`src/rtl/inst_mem_loader_pkg.sv`:
```
// rtl/inst_mem_loader_pkg.sv - shared constants, state encoding and width helpers for the loader
package inst_mem_loader_pkg;

  localparam logic [31:0] DEFAULT_HALT_WORD = 32'hFFFF_FFFF;

  typedef enum logic [1:0] {
    ST_IDLE     = 2'd0,
    ST_LOAD     = 2'd1,
    ST_DONE     = 2'd2,
    ST_OVERFLOW = 2'd3
  } state_t;

  // Counter must be able to hold the value "full", hence size+1.
  function automatic int cnt_w(input int size);
    return (size < 1) ? 1 : $clog2(size + 1);
  endfunction

  function automatic int idx_w(input int size);
    return (size <= 1) ? 1 : $clog2(size);
  endfunction

endpackage

```
`src/rtl/inst_mem_loader_ram.sv`:
```
// rtl/inst_mem_loader_ram.sv - single-port-write, synchronous read-first instruction RAM
module inst_ram #(
  parameter int DEPTH = 25,
  parameter int WIDTH = 32,
  parameter int AW    = 5
) (
  input  logic             clk,
  input  logic             we,
  input  logic [AW-1:0]    waddr,
  input  logic [WIDTH-1:0] wdata,
  input  logic [AW-1:0]    raddr,
  output logic [WIDTH-1:0] rdata
);

  logic [WIDTH-1:0] mem [DEPTH];

  // Both updates are non-blocking, so a same-index read returns the old word.
  always_ff @(posedge clk) begin
    if (we) begin
      mem[waddr] <= wdata;
    end
    rdata <= mem[raddr];
  end

endmodule

```
`src/rtl/inst_mem_loader.sv`:
```
// rtl/inst_mem_loader.sv - writes assembled instruction words into RAM until HALT or overflow
module inst_mem_loader
  import inst_mem_loader_pkg::*;
#(
  parameter int              MEM_INST_SIZE = 25,
  parameter int              DATA_W        = 32,
  parameter logic [DATA_W-1:0] HALT_WORD   = DATA_W'(DEFAULT_HALT_WORD)
) (
  input  logic                              i_clk,
  input  logic                              i_reset,
  input  logic                              i_start,
  input  logic [DATA_W-1:0]                 i_word,
  input  logic                              i_word_valid,
  input  logic [31:0]                       i_rd_addr,
  output logic [DATA_W-1:0]                 o_rd_data,
  output logic [cnt_w(MEM_INST_SIZE)-1:0]   o_word_count,
  output logic                              o_busy,
  output logic                              o_load_done,
  output logic                              o_overflow
);

  localparam int CNT_W = cnt_w(MEM_INST_SIZE);
  localparam int IDX_W = idx_w(MEM_INST_SIZE);
  localparam logic [CNT_W-1:0] FULL = CNT_W'(MEM_INST_SIZE);

  state_t              state;
  state_t              state_next;
  logic [CNT_W-1:0]    count;
  logic                wr_en;
  logic [IDX_W-1:0]    rd_idx;
  logic                rd_in_range;
  logic                rd_valid_q;
  logic [DATA_W-1:0]   ram_rdata;
  logic                unused_addr_bits;

  assign wr_en = (state == ST_LOAD) && i_word_valid && (count != FULL);

  always_ff @(posedge i_clk or negedge i_reset) begin
    if (!i_reset) begin
      state <= ST_IDLE;
    end else begin
      state <= state_next;
    end
  end

  always_comb begin
    state_next = state;
    case (state)
      ST_LOAD: begin
        if (i_word_valid) begin
          if (count == FULL) begin
            state_next = ST_OVERFLOW;
          end else if (i_word == HALT_WORD) begin
            state_next = ST_DONE;
          end
        end
      end
      default: begin
        if (i_start) begin
          state_next = ST_LOAD;
        end
      end
    endcase
  end

  always_comb begin
    o_busy      = (state == ST_LOAD);
    o_load_done = (state == ST_DONE);
    o_overflow  = (state == ST_OVERFLOW);
  end

  // Saturates at FULL because wr_en is blocked once the memory is full.
  always_ff @(posedge i_clk or negedge i_reset) begin
    if (!i_reset) begin
      count <= '0;
    end else if ((state != ST_LOAD) && i_start) begin
      count <= '0;
    end else if (wr_en) begin
      count <= count + CNT_W'(1);
    end
  end

  assign o_word_count = count;

  assign rd_idx      = i_rd_addr[IDX_W+1:2];
  assign rd_in_range = ({1'b0, rd_idx} < (IDX_W+1)'(MEM_INST_SIZE)) &&
                       (i_rd_addr[31:IDX_W+2] == '0);
  assign unused_addr_bits = ^i_rd_addr[1:0];

  // The RAM array has no reset, so the zero/out-of-range result is applied after it.
  always_ff @(posedge i_clk or negedge i_reset) begin
    if (!i_reset) begin
      rd_valid_q <= 1'b0;
    end else begin
      rd_valid_q <= rd_in_range;
    end
  end

  inst_ram #(
    .DEPTH (MEM_INST_SIZE),
    .WIDTH (DATA_W),
    .AW    (IDX_W)
  ) u_ram (
    .clk   (i_clk),
    .we    (wr_en),
    .waddr (count[IDX_W-1:0]),
    .wdata (i_word),
    .raddr (rd_in_range ? rd_idx : '0),
    .rdata (ram_rdata)
  );

  assign o_rd_data = rd_valid_q ? ram_rdata : '0;

endmodule
```
`config.mk`:
```
export PLATFORM = sky130hd
export DESIGN_NAME = inst_mem_loader
export DESIGN_NICKNAME = d
export VERILOG_FILES = /design/src/rtl/inst_mem_loader_pkg.sv /design/src/rtl/inst_mem_loader_ram.sv /design/src/rtl/inst_mem_loader.sv
export SDC_FILE = /design/constraint.sdc
export NUM_CORES = 1
export LEC_CHECK = 0
export ABC_AREA = 0
export BUFFER_PORTS_ARGS = -buffer_cell sky130_fd_sc_hd__buf_2
export CORE_AREA = 5 5 222 267
export CTS_CLUSTER_DIAMETER = 40
export DETAILED_ROUTE_END_ITERATION = 10
export DIE_AREA = 0 0 227 272
export PLACE_DENSITY = 0.77
export SLEW_MARGIN = 30
export SYNTH_ARGS = -nofsm -noshare
export SYNTH_HDL_FRONTEND = slang
export SYNTH_SLANG_ARGS = --single-unit
```
`constraint.sdc`:
```
create_clock -name i_clk -period 3.46 [get_ports i_clk]
set_input_delay 0.692 -clock i_clk [delete_from_list [all_inputs] [get_ports i_clk]]
set_output_delay 0.692 -clock i_clk [all_outputs]
set_load 0.02 [all_outputs]
```
# Word level (Yosys, flattened, before mapping)
# Memory sizes are Yosys's and may differ from the RTL's. A register that Yosys moved wholly into a read port is not among the register bits.
# Cells that the tools add are included.
# word_totals
memories,1
reg_bits,8
out_inout_bits,40
inputBits,68
mem_bits_rw,800
# op_classes
n_addsub,1
n_reduce_logical,8
muxes,11
order_cmp,1
eq_ne,9
# memory_table
memory,words,width,read_ports,rd_ports_with_merged_regs,write_ports,line_no,rtl
u_ram.mem,25,32,1,1,1,inst_mem_loader_ram.sv:15,logic [WIDTH-1:0] mem [DEPTH];
# op_table
cell,count
"32-bit equality test, second input constant",1
32-bit two-way mux,1
25-bit logical NOT,1
5-bit two-way mux,3
2-bit two-way mux,5
"5-bit by 1-bit adder with 5-bit output, second input constant",1
"5-bit equality test, second input constant",1
"5-bit less-than comparator, second input constant",1
"5-bit inequality test, second input constant",1
"2-bit equality test, second input constant",2
1-bit logical AND,4
2-bit nonzero test,2
"3-bit by 1-bit inequality test with 1-bit output, second input constant",1
3-bit AND reduction,1
"2-bit by 1-bit equality test with 1-bit output, second input constant",1
1-bit two-way mux,2
"2-bit by 1-bit inequality test with 1-bit output, second input constant",1
"2-bit inequality test, second input constant",1

# Longest topological paths before layout
# Gate-level depths: netlist (run 1).
# depth
word_depth,5
mapped_depth,10

# Cells and area by module
# Synthesis (run 1) repeated with hierarchy kept, for this count alone.
# unflattened
hier_cells,1467
area_unflattened_um2,31814.3
# by_module_without_submodules
module,n_inst,cells_per_inst,area_per_inst_um2
inst_ram,1,1364,30991.0
inst_mem_loader,1,103,823.3

# Worst setup path before layout (run 1)
# No wires, ideal clock.
# synth_timing
kind,register to register
from,reg count[1] (netlist: o_word_count[1])
to,mem u_ram.mem[15][0] (enable)
setup_slack_ns,0.111
path_buffers,1
setup_ns,0.423
synth_period_minus_slack_ns,3.349
required_time_ns,3.037
stages_incl_launch_ff,8
arrival_time_ns,2.926
path_cell_list,dfrtp_1 -> inv_1 -> ha_1 -> nand4b_1 -> and3_1 -> clkbuf_1 -> nand2_1 -> nor2_1
# synth_between
elab_chain_len,4
# synth_rtl
item,line_no,rtl
start: declaration,inst_mem_loader.sv:28,logic [CNT_W-1:0] count;
start signal: assignment,inst_mem_loader.sv:79,count <= count + CNT_W'(1);
5-bit inequality test,inst_mem_loader.sv:36,assign wr_en = (state == ST_LOAD) && i_word_valid && (count != FULL);
1-bit logical AND,inst_mem_loader.sv:36,
1-bit two-way mux,inst_mem_loader_ram.sv:19,if (we) begin
1-bit two-way mux (implied by the code),inst_mem_loader_ram.sv:20,mem[waddr] <= wdata;
end: declaration,inst_mem_loader_ram.sv:15,
# Parallel ways exist; a longest one is shown, timed or not.

# Final worst setup path (run 1)
# layout_timing
from,reg count[1] (netlist: o_word_count[1])
to,mem u_ram.mem[17][31] (enable)
# The elaborated chain is that of the path after synthesis.

==> impl_metrics.env, run 1 <==
export IMPL_worstSetupPathType="flop to flop"
export IMPL_drt_first_pass_iters=5
export IMPL_cts_setup_buffers=0
export IMPL_path_max_fanout=13
export IMPL_h_tree_depth=3
export IMPL_synthArstFlopShare=0.00952
export IMPL_required_ns=3.77
export IMPL_slew_headroom=0.513
export IMPL_reg2reg_to="u_ram.mem[17][31]"
export IMPL_drt_iter0_markers=3436
export IMPL_syn_inst=2025
export IMPL_die_h_um=272
export IMPL_hold_viol=0
export IMPL_numCtsBuffers=89
export IMPL_wl_per_cell_um=30.7
export IMPL_syn_nets=2097
export IMPL_arrival_ns=3.40
export IMPL_die_w_um=227
export IMPL_cts_root_buffer="clkbuf_16"
export IMPL_final_common_cell="edfxtp_1"
export IMPL_fillers=3503
export IMPL_grt_remaining_overflow=0
export IMPL_coreArea_um2=56600
export IMPL_period_needed_ns=3.10
export IMPL_finClkSkew_ns=0.0143
export IMPL_most_common_layout_cells="edfxtp_1 (800), nand2_1 (106), nand4_1 (105), buf_2 (102), clkbuf_16 (93)"
export IMPL_clock_path_buffers=3
export IMPL_r2r_start="o_word_count[1]"
export IMPL_hold_depth=3
export IMPL_drv_cap=0
export IMPL_rrSetupSlack_ns=0.36
export IMPL_ys_ff_latch=840
export IMPL_critPathMaxStageDelay_ns=0.70
export IMPL_dp_cells=2802
export IMPL_area_delta_synth_final_pct=15.0
export IMPL_rows=96
export IMPL_synth_edf_count=800
export IMPL_synth_ff_type="edfxtp_1"
export IMPL_power_leakage_nw=12.4
export IMPL_clk_pin_slew_ns=0.06
export IMPL_syn_cell_area_um2=33300
export IMPL_antenna_found_initial=0
export IMPL_dieArea_um2=61700
export IMPL_worstPathCellList="inv_1 > ha_1 > nand4b_1 > and3_1 > nand2_1 > nor2_4 > buf_4"
export IMPL_fin_nets=2231
export IMPL_setup_viol=0
export IMPL_rsz0062_at_grt="no"
export IMPL_grt_pass1_wl_mm=133
export IMPL_grt_max_degree=109
export IMPL_cts_tree="done"
export IMPL_period_share=0.895
export IMPL_drcViolationCount=0
export IMPL_p_int_mw=18.0
export IMPL_grt_pass1_vias=21000
export IMPL_setup_tns_final_ns=0
export IMPL_ys_seq_area_frac=0.746
export IMPL_status="completed"
export IMPL_avgSynthCellArea_um2=16.5
export IMPL_powerDensity_nw_per_um2=614
export IMPL_io_pins=108
export IMPL_min_to="state[0]"
export IMPL_fin_cells=2968
export IMPL_port_buffers=105
export IMPL_p_switching_mw=5.54
export IMPL_p_comb_frac=0.083
export IMPL_place_congestion=0.812
export IMPL_fmax_mhz=323
export IMPL_final_antenna_net_count=0
export IMPL_pwr_share_clk=0.407
export IMPL_hp_class="primary input to flop"
export IMPL_synth_warnings=0
export IMPL_num_vias=20800
export IMPL_cts_sinks=840
export IMPL_initial_core_util=0.589
export IMPL_synth_cell_type_count=58
export IMPL_worst_pin_slew_ns=0.729
export IMPL_drt_wl_total_mm=91.2
export IMPL_grt_total_usage=0.293
export IMPL_power_frac_seq=0.510
export IMPL_p_sw_frac=0.235
export IMPL_cp_slowest_cell="nor2_4"
export IMPL_dp_hpwl_mm=48.1
export IMPL_rr_worst_depth=7
export IMPL_viasPerCell=7.00
export IMPL_clock_latency_ns=0.63
export IMPL_end_kind="flop"
export IMPL_min_from="i_start"
export IMPL_peakVddDrop_mv=0.601
export IMPL_num_antenna_cells=0
export IMPL_drive_gt1_frac=0.221
export IMPL_drv_slew=0
export IMPL_cp_start_kind="flop"
## power groups by stage
stage | Combinational, mW | Sequential, mW | Clock, mW
floorplan | 0.936 | 12.2 | 0
global placement | 1.85 | 12.2 | 0
detailed placement | 1.91 | 12.2 | 0
CTS | 1.93 | 12.0 | 9.64
global route | 2.04 | 12.0 | 10.1
finish | 1.94 | 12.0 | 9.58
## routing by layer
| metal | vias up | part of all wire | GRT usage | wire length [um] |
|---|---|---|---|---|
| li1 | 8490 | - | - | - |
| met1 | 10400 | 0.36 | 0.393 | 32600 |
| met2 | 1601 | 0.49 | 0.470 | 44500 |
| met3 | 249 | 0.11 | 0.0618 | 10400 |
| met4 | 0 | 0.041 | 0.125 | 3780 |
| met5 | - | 0 | 0 | 0 |
## per-stage QoR
step                      power, mW  hold slack, ns  setup WS (ns)  utilization  instance area, um^2
final                          23.5           0.345          0.365        0.677                38300
after CTS                      23.6           0.316          0.389        0.677                38300
after global placement         14.0           0.513          0.300        0.624                35300
after detailed placement       14.1           0.537          0.206        0.624                35300
after global routing           24.2           0.331          0.211        0.677                38300
after floorplan                13.1           0.396          0.111            -                33300
## cells by family after synthesis
logic type               synth area share
flip-flops                          0.746
AND/OR/NAND/NOR                    0.0719
AO/OA/AOI/OAI                      0.0840
multiplexers                       0.0736
buffers and inverters              0.0219
adder cells (fa/ha/maj)           0.00150
XOR/XNOR                         0.000789
## Yosys cell counts (9+ instances only)
| master | count | area, um^2 |
|---|---|---|
| buf_2 | 16 | 80.1 |
| nand4_1 | 105 | 657 |
| buf_6 | 9 | 101 |
| nand2_1 | 108 | 405 |
| o41ai_1 | 31 | 272 |
| buf_1 | 19 | 71.3 |
| nor2_1 | 100 | 375 |
| mux2i_1 | 64 | 641 |
| and2_1 | 36 | 225 |
| a21oi_1 | 64 | 320 |
| clkbuf_1 | 117 | 439 |
| a221oi_1 | 32 | 280 |
| mux2_2 | 67 | 754 |
| o32ai_1 | 31 | 272 |
| a311o_1 | 31 | 310 |
| dfxtp_1 | 32 | 641 |
| o221ai_1 | 31 | 272 |
| nand3_1 | 34 | 170 |
| nor2b_1 | 38 | 238 |
| o211ai_1 | 31 | 233 |
| edfxtp_1 | 800 | 24000 |
| mux4_2 | 32 | 721 |
| mux2_1 | 30 | 338 |
| a22oi_1 | 63 | 473 |
| o2bb2ai_1 | 31 | 272 |
## worst max-delay path by stage
stage	endpoint	depth (start not counted)	slack, ns	from
3_3_place_gp	u_ram.rdata[28]	9	0.30	i_rd_addr[19]
4_1_cts	u_ram.mem[17][1]	7	0.39	o_word_count[1]
6_report	u_ram.mem[17][31]	7	0.36	o_word_count[1]
3_5_place_dp	u_ram.rdata[27]	9	0.21	i_rd_addr[24]
2_1_floorplan	u_ram.mem[15][0]	7	0.11	o_word_count[1]
5_1_grt	u_ram.mem[17][3]	7	0.21	o_word_count[1]
## worst max-delay path, delay by kind of cell (launching register included)
kind,cells,cell delay (ns)
and+or+nand+nor,4,1.68
buffers and inverters,2,0.46
DFF,1,0.42
adders and majority gates,1,0.20
## repair_timing
item | 4_1_cts | 5_1_grt
hold buffers | 1 | 0
gates resized for setup | 0 | 0
hold endpoints to repair | 8 | 0
## layout make-up
cell class,count,area (um^2),share of cell area
Timing Repair Buffer,206,1540,0.0403
Inverter,6,23.8,0.000621
Clock inverter,54,563,0.0147
Sequential cell,840,24900,0.649
Clock buffer,111,2420,0.0633
Multi-Input combinational cell,1016,7970,0.208
Tap cell,735,920,0.0240
## registers in the layout, indices dropped and copies added (netlist names)
name          cells
u_ram.mem       800
u_ram.rdata      32
o_word_count      5
state             2
rd_valid_q        1
Power figures use the tool's default switching activity.
==> inputs of run 2 (changes only) <==
CTS_BUF_LIST = sky130_fd_sc_hd__clkbuf_4 sky130_fd_sc_hd__clkbuf_8   (was unset)
==> impl_metrics.env, run 2 (synthesis gave the netlist of run 1 again) <==
export IMPL_required_ns=3.86
export IMPL_path_max_fanout=13
export IMPL_antenna_found_initial=1
export IMPL_drv_slew=0
export IMPL_drt_first_pass_iters=5
export IMPL_cts_resized=0
export IMPL_status="completed"
export IMPL_area_delta_synth_final_pct=13.4
export IMPL_drt_wl_total_mm=90.2
export IMPL_die_h_um=272
export IMPL_drive_gt1_frac=0.239
export IMPL_cp_start_kind="flop"
export IMPL_regArea_um2=24900
export IMPL_h_tree_depth=3
export IMPL_cp_top_family="simple AND/OR/NAND/NOR gates"
export IMPL_cts_root_buffer="clkbuf_8"
export IMPL_p_sw_frac=0.243
export IMPL_clk_pin_slew_ns=0.07
export IMPL_p_int_mw=16.6
export IMPL_most_common_layout_cells="edfxtp_1 (800), clkbuf_8 (133), nand2_1 (106), nand4_1 (105), buf_2 (102)"
export IMPL_grt_total_usage=0.289
export IMPL_setup_viol=0
export IMPL_drt_iter0_markers=3230
export IMPL_grt_remaining_overflow=0
export IMPL_cp_slowest_cell="nor2_4"
export IMPL_finClkSkew_ns=0.0207
export IMPL_p_comb_frac=0.088
export IMPL_cts_sinks=840
export IMPL_power_leakage_nw=12.2
export IMPL_grt_max_degree=109
export IMPL_drcViolationCount=0
export IMPL_port_buffers=105
export IMPL_critPathMaxStageDelay_ns=0.71
export IMPL_die_w_um=227
export IMPL_wl_per_cell_um=29.8
export IMPL_hold_viol=0
export IMPL_viasPerCell=6.88
export IMPL_io_pins=108
export IMPL_numCtsBuffers=121
export IMPL_worstPathCellList="inv_1 > ha_1 > nand4b_1 > and3_1 > nand2_1 > nor2_4 > buf_4"
export IMPL_worst_pin_slew_ns=0.758
export IMPL_place_congestion=0.812
export IMPL_coreArea_um2=56600
export IMPL_setup_tns_final_ns=0
export IMPL_fin_nets=2263
export IMPL_peakVddDrop_mv=0.515
export IMPL_clock_latency_ns=0.73
export IMPL_grt_pass1_vias=21200
export IMPL_power_frac_seq=0.549
export IMPL_period_share=0.900
export IMPL_dp_hpwl_mm=48.1
export IMPL_pwr_share_clk=0.363
export IMPL_period_needed_ns=3.11
export IMPL_num_vias=20900
export IMPL_p_switching_mw=5.31
export IMPL_rsz0062_at_grt="no"
export IMPL_arrival_ns=3.52
export IMPL_final_antenna_net_count=0
export IMPL_grt_pass1_wl_mm=132
export IMPL_end_kind="flop"
export IMPL_fmax_mhz=321
export IMPL_powerDensity_nw_per_um2=579
export IMPL_fillers=3645
export IMPL_rows=96
export IMPL_timing_hold_ws_ns=0.235
export IMPL_drv_cap=0
export IMPL_cts_tree="done"
export IMPL_largest_reg_flops=800
export IMPL_regMostFlops="u_ram.mem"
export IMPL_dieArea_um2=61700
export IMPL_final_common_cell="edfxtp_1"
export IMPL_cts_setup_buffers=0
export IMPL_clock_path_buffers=3
export IMPL_slew_headroom=0.493
export IMPL_worstSetupPathType="flop to flop"
export IMPL_initial_core_util=0.589
export IMPL_multi_input_area_um2=7970
export IMPL_hp_class="primary input to flop"
export IMPL_path_buf_inv=2
[run 2: metal layers]
layer  routed length, um  global-route usage  up-vias
li1                    -                   -     8555
met1               32400               0.391    10500
met2               43700               0.461     1612
met3               10700              0.0590      232
met4                3460               0.127        0
met5                   0                   0        -
[run 2: cell type report]
type                       count  area share
antenna                        1   0.0000662
clock buffer                 162      0.0539
clock inverter                65      0.0116
inverter                       6    0.000629
multi-input combinational   1016       0.211
sequential                   840       0.658
tap                          735      0.0243
timing repair buffer         206      0.0409
[run 2: tightest hold or removal path, delay by kind of cell]
kind | cells | cell delay (ns)
AO/OA/AOI/OAI | 1 | 0.05
AND/OR/NAND/NOR | 1 | 0.08
buffers and inverters | 1 | 0.11
[run 2: metrics by stage]
stage                     std cells  cell area (um^2)   util  power [mW]  setup WS, ns
after floorplan                2025             33300      -        13.1         0.111
after global placement         2802             35300  0.624        14.0         0.300
after detailed placement       2802             35300  0.624        14.1         0.206
after CTS                      3030             37800  0.668        21.9         0.369
after global routing           3031             37800  0.668        22.6         0.206
final                          3031             37800  0.668        21.9         0.347
[run 2: final timing paths]
| kind | from | to | slack, ns | cells after the start |
|---|---|---|---|---|
| min in group asynchronous | i_reset | state[0] | 0.35 | 2 |
| setup reg to reg | o_word_count[1] | u_ram.mem[17][5] | 0.35 | 7 |
| hold reg to reg | state[1] | state[1] | 0.58 | 2 |
| hold / removal | i_start | state[0] | 0.23 | 3 |
| setup / recovery | o_word_count[1] | u_ram.mem[17][5] | 0.35 | 7 |
| max in group asynchronous | i_reset | o_word_count[3] | 2.91 | 2 |
[run 2: power by group through the flow]
stage	Combinational (mW)	Clock [mW]	Sequential, mW
after floorplan	0.936	0	12.2
after global placement	1.85	0	12.2
after detailed placement	1.91	0	12.2
after CTS	1.92	8.00	12.0
after global routing	2.04	8.52	12.0
final	1.94	7.94	12.0
[run 2: what timing repair did]
item	in CTS	in global routing
setup endpoints to repair	0	0
hold buffers	1	0
endpoints found under the hold margin	8	0
